===== config.mk =====
export PLATFORM = sky130hd
export DESIGN_NAME = vga_sync_decoder_flat
export DESIGN_NICKNAME = d
export VERILOG_FILES = /design/src/rtl/vga_sync_decoder_pkg.sv /design/src/rtl/vga_sync_decoder_if.sv /design/src/rtl/vga_sync_decoder_edge_detect.sv /design/src/rtl/vga_sync_decoder.sv /design/src/flat_wrapper.sv
export SDC_FILE = /design/constraint.sdc
export NUM_CORES = 1
export LEC_CHECK = 0
export BUFFER_PORTS_ARGS = -buffer_cell sky130_fd_sc_hd__buf_2
export CAP_MARGIN = 20
export CORE_MARGIN = 4
export CORE_UTILIZATION = 23
export DETAILED_ROUTE_END_ITERATION = 10
export GPL_ROUTABILITY_DRIVEN = 0
export GPL_TIMING_DRIVEN = 0
export SLEW_MARGIN = 20
export SYNTH_ARGS = -nofsm -noshare
export SYNTH_HDL_FRONTEND = slang
export SYNTH_SLANG_ARGS = --single-unit

===== constraint.sdc =====
create_clock -name CLOCK_50 -period 2.81 [get_ports CLOCK_50]
set_input_delay 0.4215 -clock CLOCK_50 [delete_from_list [all_inputs] [get_ports CLOCK_50]]
set_output_delay 0.4215 -clock CLOCK_50 [all_outputs]
set_load 0.1 [all_outputs]

===== src/rtl/vga_sync_decoder_pkg.sv =====
// Shared VGA timing constants and decoder state encoding, used by both the
// generator side and vga_sync_decoder.
package vga_sync_decoder_pkg;

  localparam int VGA_H_TOTAL  = 800;
  localparam int VGA_V_TOTAL  = 525;
  localparam int VGA_H_ACTIVE = 640;
  localparam int VGA_V_ACTIVE = 480;

  localparam int CNT_W = 10;
  localparam int FC_W  = 16;

  // Bit positions of the sampled VGA inputs in the edge-detector bank
  localparam int SIG_CLK   = 0;
  localparam int SIG_HS    = 1;
  localparam int SIG_VS    = 2;
  localparam int SIG_BLANK = 3;
  localparam int SIG_N     = 4;

  typedef enum logic [1:0] {
    SEARCH  = 2'd0,
    MEASURE = 2'd1,
    LOCKED  = 2'd2
  } state_e;

  function automatic logic [CNT_W-1:0] sat_inc(input logic [CNT_W-1:0] v);
    return (v == {CNT_W{1'b1}}) ? v : v + CNT_W'(1);
  endfunction

endpackage


===== src/rtl/vga_sync_decoder_if.sv =====
// VGA timing inputs and decoded outputs; the master drives the VGA side,
// the slave is the decoder.
interface vga_sync_decoder_if;
  import vga_sync_decoder_pkg::*;

  logic             vga_clk;
  logic             vga_hs;
  logic             vga_vs;
  logic             vga_blank_n;
  logic [CNT_W-1:0] x;
  logic [CNT_W-1:0] y;
  logic             ativo;
  logic             frame_start;
  logic             locked;
  logic [1:0]       err;
  logic [FC_W-1:0]  frame_count;

  modport master (
    output vga_clk, vga_hs, vga_vs, vga_blank_n,
    input  x, y, ativo, frame_start, locked, err, frame_count
  );

  modport slave (
    input  vga_clk, vga_hs, vga_vs, vga_blank_n,
    output x, y, ativo, frame_start, locked, err, frame_count
  );

endinterface


===== src/rtl/vga_sync_decoder_edge_detect.sv =====
// Samples one VGA input and flags its rising/falling transition between
// consecutive samples.
module vga_edge_detect (
  input  logic clk,
  input  logic rst_n,
  input  logic d_i,
  output logic q_o,
  output logic rise_o,
  output logic fall_o
);

  logic d_q;
  logic prev_q;

  always_ff @(posedge clk or negedge rst_n) begin
    if (!rst_n) begin
      d_q    <= 1'b0;
      prev_q <= 1'b0;
    end else begin
      d_q    <= d_i;
      prev_q <= d_q;
    end
  end

  assign q_o    = d_q;
  assign rise_o = d_q & ~prev_q;
  assign fall_o = ~d_q & prev_q;

endmodule


===== src/rtl/vga_sync_decoder.sv =====
// Recovers pixel coordinates from a VGA sync stream and verifies line/frame
// timing before declaring lock.
module vga_sync_decoder
  import vga_sync_decoder_pkg::*;
#(
  parameter int H_TOTAL  = VGA_H_TOTAL,
  parameter int V_TOTAL  = VGA_V_TOTAL,
  parameter int H_ACTIVE = VGA_H_ACTIVE,
  parameter int V_ACTIVE = VGA_V_ACTIVE
) (
  input  logic               CLOCK_50,
  input  logic               reset,
  vga_sync_decoder_if.slave  bus
);

  localparam int LW = CNT_W + 1;
  localparam logic [LW-1:0]    H_TOTAL_W   = LW'(H_TOTAL);
  localparam logic [LW-1:0]    V_TOTAL_W   = LW'(V_TOTAL);
  localparam logic [CNT_W-1:0] H_ACT_LAST  = CNT_W'(H_ACTIVE - 1);
  localparam logic [CNT_W-1:0] V_ACTIVE_W  = CNT_W'(V_ACTIVE);

  logic [SIG_N-1:0] raw_in, smp, rise, fall;

  assign raw_in = {bus.vga_blank_n, bus.vga_vs, bus.vga_hs, bus.vga_clk};

  for (genvar gi = 0; gi < SIG_N; gi++) begin : g_edge
    vga_edge_detect u_edge (
      .clk    (CLOCK_50),
      .rst_n  (reset),
      .d_i    (raw_in[gi]),
      .q_o    (smp[gi]),
      .rise_o (rise[gi]),
      .fall_o (fall[gi])
    );
  end

  // Edges the decoder has no use for
  logic unused_edges;
  assign unused_edges = &{1'b0, smp[SIG_VS:SIG_CLK], rise[SIG_VS:SIG_HS], fall[SIG_CLK]};

  logic tick, hs_as, vs_as, bl_rise, bl_fall, blank_q;
  assign tick    = rise[SIG_CLK];
  assign hs_as   = tick & fall[SIG_HS];
  assign vs_as   = tick & fall[SIG_VS];
  assign bl_rise = tick & rise[SIG_BLANK];
  assign bl_fall = tick & fall[SIG_BLANK];
  assign blank_q = smp[SIG_BLANK];

  state_e           state_q, state_d;
  logic [CNT_W-1:0] h_cnt_q, h_cnt_d, v_cnt_q, v_cnt_d;
  logic [CNT_W-1:0] x_q, x_d, y_q, y_d;
  logic [1:0]       err_q, err_d;
  logic [FC_W-1:0]  fc_q, fc_d;
  logic             fs_q, fs_d, locked_q, locked_d, ativo_q, ativo_d;
  logic             line_bad, frame_bad, run_bad, rows_bad;

  always_comb begin
    state_d = state_q;
    h_cnt_d = h_cnt_q;
    v_cnt_d = v_cnt_q;
    x_d     = x_q;
    y_d     = y_q;
    err_d   = err_q;
    fc_d    = fc_q;
    fs_d    = 1'b0;

    line_bad  = hs_as && (({1'b0, h_cnt_q} + LW'(1)) != H_TOTAL_W);
    frame_bad = vs_as && (({1'b0, v_cnt_q} + LW'(1)) != V_TOTAL_W);
    run_bad   = tick && blank_q && !bl_rise && (x_q == H_ACT_LAST);
    rows_bad  = bl_rise && (y_q >= V_ACTIVE_W);

    if (hs_as)      h_cnt_d = '0;
    else if (tick)  h_cnt_d = sat_inc(h_cnt_q);

    if (vs_as)      v_cnt_d = '0;
    else if (hs_as) v_cnt_d = sat_inc(v_cnt_q);

    if (bl_rise)               x_d = '0;
    else if (tick && blank_q)  x_d = x_q + CNT_W'(1);

    if (vs_as)        y_d = '0;
    else if (bl_fall) y_d = y_q + CNT_W'(1);

    // Line and frame checks are independent so a coincident HS/VS can flag both
    unique case (state_q)
      SEARCH: begin
        if (vs_as) state_d = MEASURE;
      end
      MEASURE, LOCKED: begin
        if (line_bad || run_bad)   err_d[0] = 1'b1;
        if (frame_bad || rows_bad) err_d[1] = 1'b1;
        if (line_bad || run_bad || frame_bad || rows_bad) begin
          state_d = SEARCH;
        end else if (vs_as) begin
          state_d = LOCKED;
          if (state_q == LOCKED) begin
            fs_d = 1'b1;
            fc_d = fc_q + FC_W'(1);
          end
        end
      end
      default: state_d = SEARCH;
    endcase

    locked_d = (state_d == LOCKED);
    ativo_d  = blank_q && locked_d;
  end

  always_ff @(posedge CLOCK_50 or negedge reset) begin
    if (!reset) begin
      state_q  <= SEARCH;
      h_cnt_q  <= '0;
      v_cnt_q  <= '0;
      x_q      <= '0;
      y_q      <= '0;
      err_q    <= '0;
      fc_q     <= '0;
      fs_q     <= 1'b0;
      locked_q <= 1'b0;
      ativo_q  <= 1'b0;
    end else begin
      state_q  <= state_d;
      h_cnt_q  <= h_cnt_d;
      v_cnt_q  <= v_cnt_d;
      x_q      <= x_d;
      y_q      <= y_d;
      err_q    <= err_d;
      fc_q     <= fc_d;
      fs_q     <= fs_d;
      locked_q <= locked_d;
      ativo_q  <= ativo_d;
    end
  end

  assign bus.x           = x_q;
  assign bus.y           = y_q;
  assign bus.ativo       = ativo_q;
  assign bus.frame_start = fs_q;
  assign bus.locked      = locked_q;
  assign bus.err         = err_q;
  assign bus.frame_count = fc_q;

  // Alias kept so the frame counter can be referred to by its role
  logic [FC_W-1:0] frame_count_q;
  assign frame_count_q = fc_q;

endmodule


===== src/flat_wrapper.sv =====
// flat-port wrapper written by rule: the top's interface ports become plain ports
module vga_sync_decoder_flat import vga_sync_decoder_pkg::*;
#(
  parameter int H_TOTAL  = VGA_H_TOTAL,
  parameter int V_TOTAL  = VGA_V_TOTAL,
  parameter int H_ACTIVE = VGA_H_ACTIVE,
  parameter int V_ACTIVE = VGA_V_ACTIVE
)
  (CLOCK_50, reset, bus_vga_clk, bus_vga_hs, bus_vga_vs, bus_vga_blank_n, bus_x, bus_y, bus_ativo, bus_frame_start, bus_locked, bus_err, bus_frame_count);
  vga_sync_decoder_if bus_i ();
  input  logic CLOCK_50;
  input  logic reset;
  input wire logic [$bits(bus_i.vga_clk)-1:0] bus_vga_clk;
  input wire logic [$bits(bus_i.vga_hs)-1:0] bus_vga_hs;
  input wire logic [$bits(bus_i.vga_vs)-1:0] bus_vga_vs;
  input wire logic [$bits(bus_i.vga_blank_n)-1:0] bus_vga_blank_n;
  output wire logic [$bits(bus_i.x)-1:0] bus_x;
  output wire logic [$bits(bus_i.y)-1:0] bus_y;
  output wire logic [$bits(bus_i.ativo)-1:0] bus_ativo;
  output wire logic [$bits(bus_i.frame_start)-1:0] bus_frame_start;
  output wire logic [$bits(bus_i.locked)-1:0] bus_locked;
  output wire logic [$bits(bus_i.err)-1:0] bus_err;
  output wire logic [$bits(bus_i.frame_count)-1:0] bus_frame_count;
  assign bus_i.vga_clk = bus_vga_clk;
  assign bus_i.vga_hs = bus_vga_hs;
  assign bus_i.vga_vs = bus_vga_vs;
  assign bus_i.vga_blank_n = bus_vga_blank_n;
  assign bus_x = bus_i.x;
  assign bus_y = bus_i.y;
  assign bus_ativo = bus_i.ativo;
  assign bus_frame_start = bus_i.frame_start;
  assign bus_locked = bus_i.locked;
  assign bus_err = bus_i.err;
  assign bus_frame_count = bus_i.frame_count;
  vga_sync_decoder #(.H_TOTAL(H_TOTAL), .V_TOTAL(V_TOTAL), .H_ACTIVE(H_ACTIVE), .V_ACTIVE(V_ACTIVE)) u_core (.CLOCK_50(CLOCK_50), .reset(reset), .bus(bus_i));
endmodule

After elaboration in Yosys (flattened, before gate mapping)
Index checks and enable logic that the tools add are counted.
Operators by class
  add/subtract/negate cells: 7
  order comparisons: 1
  equality and inequality tests: 10
  multiplexer cells: 18
  bitwise gates (word level): 15
  reductions and logical operators: 23
Operator list (number)
  two-way mux 10 bit: 10
  adder 10 x 1 -> 10 bit, second input constant: 4
  == test 10 bit, second input constant: 3
  adder 10 x 1 -> 11 bit, second input constant: 2
  inequality test 11 x 10 -> 1 bit, second input constant: 2
  adder 16 x 1 -> 16 bit, second input constant: 1
  greater-or-equal comparator 10 x 9 -> 1 bit, second input constant: 1
  bitwise AND 1 bit: 9
  AND reduction 2 bit: 4
  nonzero test 2 bit: 4
  logical AND 1 bit: 7
  two-way mux 2 bit: 3
  inverter 1 bit: 6
  == test 2 bit, second input constant: 2
  logical OR 1 bit: 4
  two-way mux 1 bit: 4
  inequality test 2 x 1 -> 1 bit, second input constant: 2
  one-hot mux 2 bit (2 select lines): 1
  AND reduction 4 bit: 1
  == test 2 x 1 -> 1 bit, second input constant: 1
  zero test 2 bit: 1
  OR reduction 2 bit: 1
  zero test 1 bit: 1
Storage, ports and cells
  bits in registers: 71
  input bits: 6
  output and inout bits: 41
  logic and storage cells: 93

Depth between registers and ports, before layout
Gate-level depths: netlist of the first run.
  depth in word-level cells: 13
  mapped depth: 8
  mapped depth without buffers: 7

Cells and area by module
From an unflattened synthesis of the first run, not the netlist that was laid out.
Second synthesis, totals
  cells, all modules: 381
  area total of the unflattened synthesis: 3692.3 µm²
By module, submodules not included
  vga_sync_decoder: times used 1, cells each 365, area an instance 3432.0 µm², seq. area each 1576.5 µm²
  vga_edge_detect: times used 4, cells each 4, area an instance 65.1 µm², seq. area each 50.0 µm²

Worst setup path before layout of the first run
No wires, ideal clock.
  path kind: reg2reg
  from: register u_core.x_q[1] (netlist: u_core.bus.x[1])
  to: register u_core.fc_q[1] (netlist: u_core.bus.frame_count[1])
  setup time: 0.128 ns
  data arrival time: 2.315 ns
  required time: 2.682 ns
  path slack: 0.366 ns
  cell stages (with the launch flop): 8
  buffers on the path: 1
  clock period less this slack: 2.444 ns
  cell sequence: dfrtp_1 > ha_1 > nand2_1 > nor4_1 > a211oi_2 > buf_2 > nand2_1 > mux2_1
On the way
  longest elaborated chain between the ends: 7
Ends and longest elaborated chain
  start, declared: RTL line vga_sync_decoder.sv:51  | logic [CNT_W-1:0] x_q, x_d, y_q, y_d;
  start signal, assigned: RTL line vga_sync_decoder.sv:114  | x_q <= '0;
  start signal, assigned: RTL line vga_sync_decoder.sv:125  | x_q <= x_d;
  == test 10 bit: RTL line vga_sync_decoder.sv:69  | run_bad = tick && blank_q && !bl_rise && (x_q == H_ACT_LAST);
  logical AND 1 bit: RTL line vga_sync_decoder.sv:69
  logical OR 1 bit (3 in a row): RTL line vga_sync_decoder.sv:92  | if (line_bad || run_bad || frame_bad || rows_bad) begin
  inverter 1 bit (no line)
  AND reduction 4 bit (no line)
  end signal, assigned: RTL line vga_sync_decoder.sv:117  | fc_q <= '0;
  end signal, assigned: RTL line vga_sync_decoder.sv:128  | fc_q <= fc_d;
  end, declared: RTL line vga_sync_decoder.sv:53  | logic [FC_W-1:0] fc_q, fc_d;
No other way between the ends.
A chain may end at the register's enable or synchronous reset.

Final worst setup path of the first run
  from: register u_core.v_cnt_q[0]
  to: register u_core.ativo_q (netlist: u_core.bus.ativo)
On the way
  longest elaborated chain between the ends: 9
Ends and longest elaborated chain
  start, declared: RTL line vga_sync_decoder.sv:50  | logic [CNT_W-1:0] h_cnt_q, h_cnt_d, v_cnt_q, v_cnt_d;
  start signal, assigned: RTL line vga_sync_decoder.sv:124  | v_cnt_q <= v_cnt_d;
  adder 10 x 1 -> 11 bit: RTL line vga_sync_decoder.sv:68  | frame_bad = vs_as && (({1'b0, v_cnt_q} + LW'(1)) != V_TOTAL_W);
  inequality test 11 x 10 -> 1 bit: RTL line vga_sync_decoder.sv:68
  logical AND 1 bit: RTL line vga_sync_decoder.sv:68
  logical OR 1 bit (2 in a row): RTL line vga_sync_decoder.sv:92
  two-way mux 2 bit: RTL line vga_sync_decoder.sv:92
  one-hot mux 2 bit (2 select lines): RTL line vga_sync_decoder.sv:85  | unique case (state_q)
  == test 2 bit: RTL line vga_sync_decoder.sv:105  | locked_d = (state_d == LOCKED);
  logical AND 1 bit: RTL line vga_sync_decoder.sv:106  | ativo_d = blank_q && locked_d;
  net u_core.ativo_d: RTL line vga_sync_decoder.sv:54  | logic fs_q, fs_d, locked_q, locked_d, ativo_q, ativo_d;
  end signal, assigned: RTL line vga_sync_decoder.sv:131  | ativo_q <= ativo_d;
  end, declared: RTL line vga_sync_decoder.sv:54
The timed path passes the listed nets, and every way through them passes these cells.

==> results.json, run 1 <==
{
  "irDropWorstVdd_uv": 292,
  "clock-sinks": 71,
  "dp_hpwl_mm": 6.43,
  "finalWorstPathRequiredPeriod_ns": 2.50,
  "cts_htree_levels": 3,
  "timing.setup.tns_ns": 0,
  "worst_pin_slew_ns": 0.640,
  "holdCritPathClass": "in2reg",
  "wl_per_cell_um": 13.3,
  "initial_utilization_pct": 23.6,
  "cp_cell_sequence": "ha_1 -> and4_1 -> a32oi_1 -> nor3_1 -> a22oi_1 -> nor4b_1",
  "path_class": "reg2reg",
  "avgSynthCellArea_um2": 9.96,
  "post_cts_resized": 0,
  "antenna_found_initial": 0,
  "status": "finished clean",
  "clk_pin_slew_ns": 0.06,
  "tritoncts": "done",
  "max_stage_delay_ns": 0.53,
  "cellLeakagePower_uw": 0.00205,
  "fillCellCount": 1664,
  "dpl.cell_count": 641,
  "io_buffers": 46,
  "dr.pass1.iters": 5,
  "synth_edf_count": 0,
  "setup_viol": 0,
  "arrival_ns": 2.68,
  "fin_crit_sh_pct": 88.9,
  "drt_iter0_drc": 196,
  "cts_hold_buf": 1,
  "grt_max_degree": 48,
  "drt-vias-per-instance": 4.60,
  "end_kind": "flop",
  "gr-total-overflow": 0,
  "final_nets": 453,
  "synth_fp_nets": 394,
  "finalHoldViolCount": 0,
  "die-area_um2": 18500,
  "fin_skew_ns": 0.00803,
  "routed_wl_mm": 8.74,
  "powerDensity_nw_per_um2": 639,
  "ios": 47,
  "track_usage_pct": 10.2,
  "ys_seq_area_share_pct": 47.2,
  "cts_buffers": 9,
  "worst-path-max-fanout": 8,
  "fin_cells": 658,
  "root_buffer": "clkbuf_16",
  "hold_depth": 1,
  "finalMaxSlewViolations": 0,
  "synth_cell_types": 55,
  "cts_setup_buffers": 0,
  "rows": 46,
  "grt_pass1_wl_mm": 15.0,
  "grt_setup_unrepaired": "false",
  "grt_pass1_vias": 2992,
  "clock_latency_ns": 0.34,
  "yosys.area.top_type_share_pct": 47.2,
  "area_growth_pct": 22.5,
  "relSlewSlack_pct": 56.9,
  "synth.area.top_cells": "dfrtp_1, xnor2_1, nand2_1",
  "drc_errors": 0,
  "finalPower_uw": 2950,
  "layout-drive-gt1-share_pct": 20.4,
  "yosys_register_bits": 71,
  "max_freq_mhz": 400,
  "yosys.area.top_type": "dfrtp_1",
  "via_count": 3030,
  "postRouteAntennaNets": 0,
  "die_x_um": 136,
  "syn_inst": 378,
  "cp_slowest_cell": "nor3_1",
  "maxCapViolations": 0,
  "cp-start-kind": "flop",
  "core_um2": 15900,
  "async_flop_share_pct": 100,
  "cts_buffer_depth": 2,
  "ys.warnings.count": 0,
  "synthesis.area_um2": 3760,
  "die_y_um": 136,
  "ys.flop_type": "dfrtp_1",
  "ff2ff_path_depth": 6,
  "diodes": 0,
  "crit_required_ns": 2.99
}
==> per-layer routing <==
layer | track usage, % | part of all wire (%)
met5 | 0 | 0
met4 | 3.64 | 1.4
met3 | 3.33 | 5.2
met2 | 15.5 | 46
met1 | 13.5 | 47
==> critical path: cells and delay by family, from the launching register on <==
kind | cells | cell delay [ns]
flip-flops | 1 | 0.45
AO/OA/AOI/OAI | 2 | 0.37
adder cells (fa/ha/maj) | 1 | 0.31
AND/OR/NAND/NOR | 3 | 1.22
==> cells in the final DEF, fill, tap and decap left out, drive strengths merged, types with 5 or more instances in the layout <==
cell / n
o31ai: 6
nor4: 5
and3: 12
nor2: 37
and4: 5
nand4: 11
ha: 10
xnor2: 22
a21oi: 8
nand2: 39
nor3: 7
and2: 7
clkbuf: 13
inv: 16
nand3: 24
buf: 55
xor2: 12
o21ai: 24
dfrtp: 71
==> power by group <==
part	internal, uW	switching [uW]
logic	130	469
clock network	715	452
registers	1100	85.0
total	1940	1010
==> synth_stat cells (4+ instances only) <==
master	n
and3_1	12
dfrtp_1	71
o31ai_1	6
xnor2_1	21
nand2_1	39
nor3_1	7
ha_1	10
and4_1	5
nand3_1	15
nor2_1	37
and2_1	7
or3_1	4
nor4_1	4
buf_2	7
inv_1	14
xor2_1	12
nand3_2	9
a21oi_1	7
nand4_1	10
o21ai_0	11
o21ai_1	13
==> stage by stage <==
| step | hold slack [ns] | area, um2 | worst slack [ns] | util [%] |
|---|---|---|---|---|
| after floorplan | 0.126 | 3760 | 0.366 | - |
| after global placement | 0.443 | 4260 | 0.361 | 26.7 |
| after detailed placement | 0.362 | 4290 | 0.359 | 26.9 |
| after CTS | 0.182 | 4610 | 0.343 | 28.9 |
| after global routing | 0.178 | 4610 | 0.000433 | 28.9 |
| final | 0.195 | 4610 | 0.312 | 28.9 |
==> path summary, 6_finish.rpt <==
path / from / to / slack (ns)
min in group asynchronous: reset / u_core.bus.x[5] / 0.54
worst min register to register: u_core.g_edge[2].u_edge.q_o / u_core.g_edge[2].u_edge.prev_q / 0.45
worst max register to register: u_core.v_cnt_q[0] / u_core.bus.ativo / 0.31
worst min-delay path: bus_vga_hs / u_core.g_edge[1].u_edge.q_o / 0.19
max in group asynchronous: reset / u_core.bus.frame_start / 1.71
worst max-delay path: u_core.v_cnt_q[0] / u_core.bus.ativo / 0.31
==> kinds of logic after synthesis <==
| group | share of synthesized area, % |
|---|---|
| AO/OA/AOI/OAI | 10.4 |
| buffers and inverters | 2.93 |
| XOR/XNOR | 8.11 |
| AND/OR/NAND/NOR | 26.9 |
| flip-flops | 47.2 |
| adder cells (fa/ha/maj) | 3.32 |
| multiplexers | 1.10 |
==> area by class of cell <==
| class | instances | area (um2) | share of cell area [%] |
|---|---|---|---|
| clock inverters | 6 | 67.6 | 1.47 |
| flip-flops and latches | 71 | 1780 | 38.5 |
| multi-input cells | 282 | 1880 | 40.7 |
| repair buffers | 48 | 270 | 5.86 |
| clock buffers | 10 | 239 | 5.18 |
| well taps | 216 | 270 | 5.86 |
| plain buffers | 11 | 57.6 | 1.25 |
| inverters | 14 | 52.6 | 1.14 |
==> registers in the layout, summed over array words and instances, names as in the netlist <==
register	count
u_core.bus.ativo	1
u_core.bus.err	2
u_core.bus.frame_count	16
u_core.bus.frame_start	1
u_core.bus.locked	1
u_core.bus.x	10
u_core.bus.y	10
u_core.g_edge.u_edge.prev_q	4
u_core.g_edge.u_edge.q_o	4
u_core.h_cnt_q	10
u_core.state_q	2
u_core.v_cnt_q	10
No activity file was read; power rests on OpenSTA's default activity.
==> inputs of run 2 (changes only) <==
- PLACE_DENSITY: not set -> 0.47
==> run 2 against run 1 <==
Non-clock buffer count is the same. Critical path depth is the same. Via count fell by 2.8%. First-iteration DRC count decreased by 3.1%. Clock skew is 0.0019 ns higher. Hold slack worse by 0.0067 ns. Worst setup slack improved by 0.12 ns. Largest cell class unchanged. Highest routed layer unchanged.
==> results.json, run 2 (synthesis gave the netlist of run 1 again) <==
{
  "finalMaxSlewViolations": 0,
  "routed_wl_mm": 8.96,
  "antenna_found_initial": 0,
  "final_common_cell": "dfrtp_1",
  "area_growth_pct": 22.0,
  "path_class": "reg2reg",
  "via_count": 2945,
  "grt_setup_unrepaired": "false",
  "worst_pin_slew_ns": 0.615,
  "diodes": 0,
  "drc_errors": 0,
  "cts_htree_levels": 3,
  "grt_pass1_vias": 2873,
  "drt_iter0_drc": 190,
  "crit_required_ns": 3.04,
  "io_buffers": 46,
  "cts_setup_buffers": 0,
  "timing.setup.tns_ns": 0,
  "end_kind": "flop",
  "die_x_um": 136,
  "irDropWorstVdd_uv": 341,
  "cp-start-kind": "flop",
  "finalPower_uw": 2890,
  "grt_max_degree": 53,
  "utilization_pct": 28.8,
  "initial_utilization_pct": 23.6,
  "die_y_um": 136,
  "cts_buffers": 9,
  "dr.pass1.iters": 4,
  "fin_crit_sh_pct": 84.5,
  "most-common-layout-cells": "dfrtp_1, buf_2, nand2_1",
  "use_met3_pct": 2.89,
  "grt_pass1_wl_mm": 15.2,
  "ios": 47,
  "postRouteAntennaNets": 0,
  "arrival_ns": 2.60,
  "status": "finished clean",
  "clock_latency_ns": 0.34,
  "die-area_um2": 18500,
  "root_buffer": "clkbuf_16",
  "hold_ws_ns": 0.188,
  "rows": 46,
  "largest_reg_flops": 16,
  "max_freq_mhz": 421,
  "dpl.cell_count": 641,
  "gr-total-overflow": 0,
  "setup_viol": 0,
  "worst-path-max-fanout": 8,
  "grt-busiest-layer": "met2",
  "finalWorstPathRequiredPeriod_ns": 2.37,
  "dp_hpwl_mm": 6.37,
  "powerDensity_nw_per_um2": 629,
  "cellLeakagePower_uw": 0.00204,
  "core_um2": 15900,
  "finalHoldViolCount": 0,
  "met2_usage_pct": 15.7,
  "tritoncts": "done",
  "drt-vias-per-instance": 4.48,
  "grt_use_met1_pct": 14.4,
  "cts_buffer_depth": 2,
  "layout-drive-gt1-share_pct": 20.1,
  "clk_pin_slew_ns": 0.06,
  "holdCritPathClass": "in2reg",
  "post_cts_resized": 0,
  "wl_per_cell_um": 13.6,
  "track_usage_pct": 10.4,
  "relSlewSlack_pct": 58.7,
  "final_nets": 453,
  "fin_cells": 658,
  "clock-sinks": 71,
  "fin_skew_ns": 0.00990,
  "maxCapViolations": 0
}
==> run 2: cell count changes in the layout (fill, tap and decap cells not counted) <==
cell | before | now
clkbuf_1 | 3 | 4
inv_6 | 2 | 0
clkinv_4 | 0 | 2
clkbuf_8 | 1 | 2
bufinv_16 | 1 | 0
clkinvlp_4 | 2 | 1
==> run 2: power by group <==
part           total, uW  internal (uW)  leakage [uW]  switching [uW]
logic                599            130      0.000952             469
clock network       1110            648      0.000139             459
registers           1180           1100      0.000949            84.9
==> run 2: layer usage <==
metal	routed length, um	vias up
li1	-	1460
met1	4480	1423
met2	4000	51
met3	357	11
met4	127	0
met5	0	-
==> run 2: cell type report <==
class	count	area, um2
plain buffers	11	57.6
clock buffers	12	256
clock inverters	4	30.0
fillers	1690	11400
inverters	14	52.6
multi-input cells	282	1880
flip-flops and latches	71	1780
well taps	216	270
repair buffers	48	270
==> run 2: stage by stage <==
stage / setup slack, ns / cell area [um2]
after CTS: 0.446 / 4590
after global placement: 0.480 / 4260
after detailed placement: 0.459 / 4290
after global routing: 0.260 / 4590
final: 0.435 / 4590
after floorplan: 0.366 / 3760
==> run 2: final timing paths <==
| path | from | to | slack (ns) | cells past startpoint |
|---|---|---|---|---|
| setup / recovery | u_core.v_cnt_q[0] | u_core.bus.locked | 0.44 | 6 |
| hold / removal | bus_vga_hs | u_core.g_edge[1].u_edge.q_o | 0.19 | 1 |
| setup reg to reg | u_core.v_cnt_q[0] | u_core.bus.locked | 0.44 | 6 |
| hold reg to reg | u_core.g_edge[2].u_edge.q_o | u_core.g_edge[2].u_edge.prev_q | 0.43 | 0 |
| max in group asynchronous | reset | u_core.bus.frame_count[10] | 1.72 | 3 |
| min in group asynchronous | reset | u_core.bus.y[2] | 0.52 | 2 |
==> run 2: timing repair <==
item                                    in CTS  in global routing
endpoints found under the setup margin       0                  0
endpoints found under the hold margin       19                  0
hold buffers                                 1                  0
==> run 2: critical path, cell delays in order (launching register included) <==
cell and delay (ns):
dfrtp_1 0.45, ha_1 0.30, and4_1 0.23, a32oi_1 0.20, nor3_1 0.59, a22oi_1 0.20, nor3_1 0.29
==> inputs of run 3 (changes only) <==
- PLACE_DENSITY: 0.47 -> 0.48
- clock period: 2.81 -> 2.1 ns (I/O delays scaled with it)
==> run 3 against run 2 <==
Clock skew is 0.0021 ns lower. Count of clock-buffer cells in the layout is 1 lower. Register-to-register slack got worse by 0.40 ns. Critical endpoint is now u_core.bus.frame_count[1].
==> results.json, run 3 (synthesis gave the netlist of run 1 again) <==
{
  "status": "finished clean",
  "irDropWorstVdd_uv": 373,
  "tritoncts": "done",
  "postRouteAntennaNets": 0,
  "fin_ws_ns": 0.0367,
  "initial_utilization_pct": 23.6,
  "clock_latency_ns": 0.34,
  "fin_crit_sh_pct": 98.3,
  "clk_pin_slew_ns": 0.06,
  "grt_setup_unrepaired": "true",
  "max_freq_mhz": 485,
  "worst_pin_slew_ns": 0.568,
  "cts_buffers": 9,
  "dp_hpwl_mm": 6.27,
  "io_buffers": 46,
  "core_um2": 15900,
  "layout-drive-gt1-share_pct": 35.0,
  "diodes": 0,
  "track_usage_pct": 10.2,
  "timing.setup.tns_ns": 0,
  "root_buffer": "clkbuf_16",
  "dr.pass1.iters": 4,
  "final_nets": 479,
  "fin_skew_ns": 0.00776,
  "largest_reg_flops": 16,
  "crit_required_ns": 2.32,
  "drc_errors": 0,
  "end_kind": "flop",
  "via_count": 3054,
  "intPower_uw": 2560,
  "holdCritPathClass": "in2reg",
  "final_common_cell": "buf_2",
  "cellLeakagePower_uw": 0.00218,
  "die-area_um2": 18500,
  "maxCapViolations": 0,
  "wl_per_cell_um": 13.3,
  "setup_viol": 0,
  "sw_frac_of_total_pct": 35.1,
  "grt_max_degree": 43,
  "rows": 46,
  "grt_pass1_wl_mm": 15.0,
  "die_y_um": 136,
  "path_class": "reg2reg",
  "cts_htree_levels": 3,
  "ios": 47,
  "finalHoldViolCount": 0,
  "clock-sinks": 71,
  "die_x_um": 136,
  "utilization_pct": 31.2,
  "arrival_ns": 2.28,
  "clockPowerShare_pct": 36.4,
  "p_comb_share_pct": 23.2,
  "drt_iter0_drc": 144,
  "cp-start-kind": "flop",
  "area_growth_pct": 32.3,
  "routed_wl_mm": 9.11,
  "p_sw_uw": 1380,
  "worst-path-max-fanout": 8,
  "finalMaxSlewViolations": 0,
  "antenna_found_initial": 0,
  "finalWorstPathRequiredPeriod_ns": 2.06,
  "most-common-layout-cells": "buf_2, dfrtp_1, nand2_1, nor2_1, dfrtp_2",
  "p_seq_share_pct": 40.5,
  "gr-total-overflow": 0,
  "drt-vias-per-instance": 4.46,
  "pre_cts_ws_ns": -0.460,
  "grt_pass1_vias": 2986,
  "powerDensity_nw_per_um2": 790,
  "relSlewSlack_pct": 61.8,
  "cts_buffer_depth": 2
}
-- run 3: area by class of cell --
type | count | area [um2]
Fill cell | 1632 | 11000
Multi-Input combinational cell | 282 | 2010
Sequential cell | 71 | 1820
Timing Repair Buffer | 74 | 485
Tap cell | 216 | 270
Clock buffer | 11 | 243
Buffer | 11 | 68.8
Inverter | 14 | 52.6
Clock inverter | 5 | 33.8
-- run 3: power by group through the flow --
stage	clock network, uW	registers (uW)	logic, uW
floorplan	0	1970	247
CTS	1480	1590	846
finish	1430	1590	911
global placement	0	1600	790
detailed placement	0	1610	799
global route	1530	1610	995
-- run 3: critical path: stages, from the launching register on --
cell,delay [ns]
dfrtp_1,0.43
ha_4,0.18
nand2_2,0.04
o41a_1,0.32
a211oi_2,0.33
buf_6,0.17
buf_12,0.12
nand2_4,0.05
mux2_4,0.29
-- run 3: metal layers --
layer | global-route usage, % | share of wire, % | vias up
met5 | 0 | 0 | -
met4 | 3.47 | 1.4 | 0
met3 | 3.70 | 4.9 | 12
met2 | 15.7 | 45 | 44
met1 | 13.2 | 48 | 1487
li1 | - | - | 1511
-- run 3: repair_timing --
item	in CTS	in global routing
hold buffers	1	0
endpoints found under the hold margin	41	0
setup endpoints to repair	27	31
pin swaps	9	7
buffers inserted	13	12
gates cloned	0	1
gates resized for setup	12	29
-- run 3: worst paths after layout --
path,startpoint,to,slack [ns],cells after the start
min in group asynchronous,reset,u_core.g_edge[1].u_edge.q_o,0.52,2
max in group asynchronous,reset,u_core.bus.frame_count[2],1.01,3
max reg2reg,u_core.h_cnt_q[1],u_core.bus.frame_count[1],0.04,8
min reg2reg,u_core.g_edge[1].u_edge.q_o,u_core.g_edge[1].u_edge.prev_q,0.45,0
max,u_core.h_cnt_q[1],u_core.bus.frame_count[1],0.04,8
min,bus_vga_hs,u_core.g_edge[1].u_edge.q_o,0.09,1
-- run 3: through the flow --
| step | hold WS [ns] | cells | total power (uW) | cell area, um2 |
|---|---|---|---|---|
| after floorplan | 0.0194 | 378 | 2220 | 3800 |
| after global placement | 0.425 | 640 | 2390 | 4300 |
| after detailed placement | 0.355 | 641 | 2410 | 4320 |
| after CTS | 0.0734 | 671 | 3920 | 4760 |
| after global routing | 0.0751 | 684 | 4140 | 4980 |
| final | 0.0885 | 684 | 3940 | 4980 |
